## config.mk

```make
export PLATFORM = sky130hd
export DESIGN_NAME = simple_fifo_wr_arbiter
export DESIGN_NICKNAME = d
export VERILOG_FILES = /design/src/rtl/simple_fifo_wr_arbiter.sv
export SDC_FILE = /design/constraint.sdc
export NUM_CORES = 1
export LEC_CHECK = 0
export BUFFER_PORTS_ARGS = -buffer_cell sky130_fd_sc_hd__buf_4
export CAP_MARGIN = 5
export CORE_AREA = 3 3 500 502
export CTS_CLUSTER_DIAMETER = 120
export DETAILED_ROUTE_END_ITERATION = 6
export DIE_AREA = 0 0 503 505
export GPL_TIMING_DRIVEN = 0
export SYNTH_ARGS = -nofsm -noshare
export SYNTH_HDL_FRONTEND = slang
export SYNTH_SLANG_ARGS = --single-unit
```

## constraint.sdc

```tcl
create_clock -name clk -period 1.35 [get_ports clk]
set_input_delay 0.0675 -clock clk [delete_from_list [all_inputs] [get_ports clk]]
set_output_delay 0.0675 -clock clk [all_outputs]
set_load 0.01 [all_outputs]
```

## src/rtl/simple_fifo_wr_arbiter.sv

```systemverilog
// Round-robin write arbiter: grants one producer at a time for a burst of up
// to MAX_BURST beats and steers its data onto a shared FIFO's write port.
module simple_fifo_wr_arbiter #(
  parameter int NUM_REQ   = 4,
  parameter int WIDTH     = 256,
  parameter int MAX_BURST = 4,
  localparam int IDW      = $clog2(NUM_REQ)
) (
  input  logic                     clk,
  input  logic                     reset,
  input  logic [NUM_REQ-1:0]       req_valid,
  input  logic [NUM_REQ*WIDTH-1:0] req_data,
  output logic [NUM_REQ-1:0]       req_ready,
  output logic                     fifo_we,
  output logic [WIDTH-1:0]         fifo_din,
  input  logic                     fifo_full,
  output logic [IDW-1:0]           grant_id,
  output logic                     busy
);

  localparam int CW = (MAX_BURST > 1) ? $clog2(MAX_BURST) : 1;

  typedef enum logic {IDLE, BURST} state_t;

  state_t         state_q, state_d;
  logic [IDW-1:0] rr_ptr_q, rr_ptr_d;
  logic [IDW-1:0] grant_q, grant_d;
  logic [CW-1:0]  burst_cnt_q, burst_cnt_d;

  logic [IDW-1:0] pick;
  logic [IDW-1:0] idx;
  logic           found;
  logic           beat;
  logic [IDW-1:0] rr_after;

  always_ff @(posedge clk) begin
    if (!reset) begin
      state_q     <= IDLE;
      rr_ptr_q    <= '0;
      grant_q     <= '0;
      burst_cnt_q <= '0;
    end else begin
      state_q     <= state_d;
      rr_ptr_q    <= rr_ptr_d;
      grant_q     <= grant_d;
      burst_cnt_q <= burst_cnt_d;
    end
  end

  // First valid requester at or above rr_ptr, wrapping around.
  always_comb begin
    pick  = '0;
    idx   = '0;
    found = 1'b0;
    for (int i = 0; i < NUM_REQ; i++) begin
      idx = IDW'((int'(rr_ptr_q) + i) % NUM_REQ);
      if (!found && req_valid[idx]) begin
        found = 1'b1;
        pick  = idx;
      end
    end
  end

  assign rr_after = IDW'((int'(grant_q) + 1) % NUM_REQ);

  always_comb begin
    state_d     = state_q;
    rr_ptr_d    = rr_ptr_q;
    grant_d     = grant_q;
    burst_cnt_d = burst_cnt_q;
    req_ready   = '0;
    fifo_we     = 1'b0;
    beat        = 1'b0;
    case (state_q)
      IDLE: begin
        if (found) begin
          grant_d     = pick;
          burst_cnt_d = '0;
          state_d     = BURST;
        end
      end
      BURST: begin
        beat = req_valid[grant_q] & ~fifo_full;
        if (!req_valid[grant_q]) begin
          state_d  = IDLE;
          rr_ptr_d = rr_after;
        end else if (beat) begin
          req_ready[grant_q] = 1'b1;
          fifo_we            = 1'b1;
          if (burst_cnt_q == CW'(MAX_BURST - 1)) begin
            state_d  = IDLE;
            rr_ptr_d = rr_after;
          end else begin
            burst_cnt_d = burst_cnt_q + 1'b1;
          end
        end
      end
      default: state_d = IDLE;
    endcase
    // No handshake may escape while reset is held, even mid-burst.
    if (!reset) begin
      req_ready = '0;
      fifo_we   = 1'b0;
    end
  end

  assign fifo_din = req_data[int'(grant_q)*WIDTH +: WIDTH];
  assign grant_id = grant_q;
  assign busy     = (state_q == BURST);

endmodule

```

==> flow_summary.json <==
{
  "slew_violations": 0,
  "hp-class": "primary input to flop",
  "final_area_sq_mm": 0.0233,
  "fin_crit_sh": 1.57,
  "synthCells": 372,
  "cp-start-kind": "flop",
  "power.internal_uw": 6590,
  "cts-root-buf": "clkbuf_16",
  "ys_types": 28,
  "syn_nets": 1408,
  "area_growth_pct": 251,
  "seqCellArea_sq_um": 148,
  "path_class": "flop to primary output",
  "initial_core_util": 0.0269,
  "avgRoutedWirePerCell_microns": 52.5,
  "cts.sinks": 7,
  "yosys.area.top_type_share": 0.875,
  "status": "finished, violations left",
  "dpl_cell_area_sq_mm": 0.0206,
  "cp_num_buf_inv": 4,
  "leakage_uw": 0.00899,
  "clockPowerShare": 0.042,
  "synth_top_cell_by_area": "mux4_2",
  "path_common_cell": "buf_12",
  "switching_power_uw": 5870,
  "grt_overflow_total": 0,
  "multi_input_area_sq_mm": 0.00618,
  "clk_latency_ns": 0.24,
  "routabilityCongestion": 1.09,
  "setup.worst_path.end_class": "primary output",
  "tightest_slew_ns": 0.482,
  "wl_mm": 267,
  "avgSynthCellArea_sq_um": 17.8,
  "irDropWorstVdd_mv": 0.329,
  "drc": 0,
  "vias_per_cell": 2.75,
  "yosys_warnings": 0,
  "grt_pass1_wl_mm": 293,
  "p_per_area_mw_per_mm2": 536,
  "cp.required_ns": 1.28,
  "fp.dieW_microns": 503,
  "synth-seq-cells": 7,
  "p_sw_frac": 0.471,
  "cts_max_level": 1,
  "clkTransAtPathRegs_ns": 0.04,
  "relSlewSlack": 0.676,
  "pwr-share-comb": 0.938,
  "violations": "setup timing",
  "grt_pass1_vias": 13200,
  "drv_cap": 0,
  "final_common_cell": "buf_4",
  "setup-violations-final": 267,
  "finalNetCount": 2762,
  "report.power.total_uw": 12500,
  "die_area_sq_mm": 0.254,
  "io_buffers": 1294,
  "ys_top_cells_by_area": "mux4_2 87%, buf_4 2.5%, buf_2 2.1%",
  "clockBufferDepth": 2,
  "dpl.hpwl_mm": 254,
  "power.share.sequential": 0.019,
  "final_cell_mix": "1,115 x buf_4, 257 x mux4_2, 200 x buf_6",
  "first_pass_iters": 5,
  "core_area_sq_mm": 0.246,
  "crit_path_max_fanout": 10,
  "grt_antenna_before_repair": 428,
  "postCtsHoldBufs": 0,
  "syn_area_sq_mm": 0.00662,
  "setup-tns-final_ns": -166.09,
  "via_count": 14000,
  "arrival_ns": 2.05,
  "rows": 182,
  "grt_usage": 0.200,
  "yosysSeqAreaShare": 0.0212,
  "postRouteAntennaNets": 0,
  "fin_skew_ns": 0.000718,
  "grt_max_degree": 11,
  "path_delay_family": "buffers and inverters",
  "path_cells": "buf_12 -> buf_16 -> buf_12 -> mux4_2 -> buf_4",
  "drt_iter0_markers": 1131,
  "fill_cells": 28400,
  "crit_path_max_incr_delay_ns": 0.66,
  "die_h_microns": 505,
  "cts_buffers": 3,
  "final_util": 0.0946,
  "fmax_mhz": 472,
  "cp_slowest_cell": "mux4_2",
  "hold_violations": 0,
  "io-pin-count": 1295,
  "setup_slack_ns": -0.767,
  "rsz0062_at_grt": "yes",
  "drive_gt1_frac": 0.976,
  "cts_tree": "done",
  "min_period_ns": 2.12
}
==> path summary, 6_finish.rpt <==
check / start / endpoint / slack [ns] / cells past startpoint
hold reg to reg: burst_cnt_q[1] / burst_cnt_q[1] / 0.50 / 2
hold / removal: reset / burst_cnt_q[0] / 0.15 / 2
setup reg to reg: grant_id[0] / burst_cnt_q[0] / -0.58 / 8
setup / recovery: grant_id[0] / fifo_din[235] / -0.77 / 5
==> worst register-to-register path: cells and delay by family (launching register included) <==
family | cells | cell delay [ns]
buf+inv | 4 | 0.63
mux | 1 | 0.51
flops | 1 | 0.36
compound gates | 1 | 0.13
simple gates | 2 | 0.25
==> cells by family after synthesis <==
kind of cell | count (synthesis) | share of synthesized area
adders and majority gates | 5 | 0.00945
DFF | 7 | 0.0212
AOI/OAI and AO/OA | 12 | 0.0121
and+or+nand+nor | 24 | 0.0219
muxes | 261 | 0.881
buffers and inverters | 63 | 0.0546
==> registers in the layout, summed over array words and instances (netlist names) <==
| signal | flops |
|---|---|
| grant_id | 2 |
| busy | 1 |
| burst_cnt_q | 2 |
| rr_ptr_q | 2 |
==> what timing repair did <==
action / CTS / global route
pin swaps: 2 / 1
setup buffers: 33 / 13
setup endpoints to repair: 268 / 267
resized for setup: 287 / 102
gates cloned: 10 / 4
==> layout make-up <==
class,count,share of cell area
Timing Repair Buffer,1349,0.490
Multi-Input combinational cell,302,0.266
Tap cell,3220,0.173
Buffer,58,0.0449
Antenna cell,146,0.0157
Sequential cell,7,0.00635
Clock buffer,4,0.00339
Inverter,5,0.00102
==> power by group through the flow <==
stage	Clock, uW	Combinational [uW]	Sequential, uW
detailed placement	0	10500	243
global route	541	12100	243
floorplan	0	3050	241
finish	527	11700	241
CTS	521	11700	242
global placement	0	10400	241
==> Yosys cell counts <==
cell and n:
a211oi_1 1, buf_6 1, and3_4 1, buf_4 22, o31ai_1 2, inv_1 5, or2_2 1, dfxtp_1 7
nand2b_1 1, clkbuf_1 7, o221ai_1 2, mux2i_1 4, nand2_1 4, buf_2 28, nor3_1 3, o21a_1 2
ha_1 5, a21oi_1 5, nand4b_1 1, nor2_1 1, and3_1 1, and2_1 4, mux4_2 257, nor2b_1 2
nor4_1 1, nand3_1 2, nand3b_2 1, or4_1 1
==> stage by stage <==
stage | instances | hold WS [ns] | worst slack (ns)
2_1_floorplan | 372 | 0.185 | -0.0774
3_3_place_gp | 4886 | 0.362 | -2.13
3_5_place_dp | 4886 | 0.368 | -2.06
4_1_cts | 4933 | 0.137 | -0.810
5_1_grt | 5012 | 0.138 | -0.776
6_report | 5091 | 0.152 | -0.767
==> per-layer routing <==
metal | wire length (microns) | vias up | part of all wire | global-route usage
met5 | 1650 | - | 0.0062 | 0
met4 | 11800 | 242 | 0.044 | 0.0576
met3 | 41900 | 735 | 0.16 | 0.134
met2 | 118000 | 1692 | 0.44 | 0.320
met1 | 93900 | 6559 | 0.35 | 0.213
li1 | - | 4773 | - | -
Note: power is estimated with default switching activity, not from simulation.
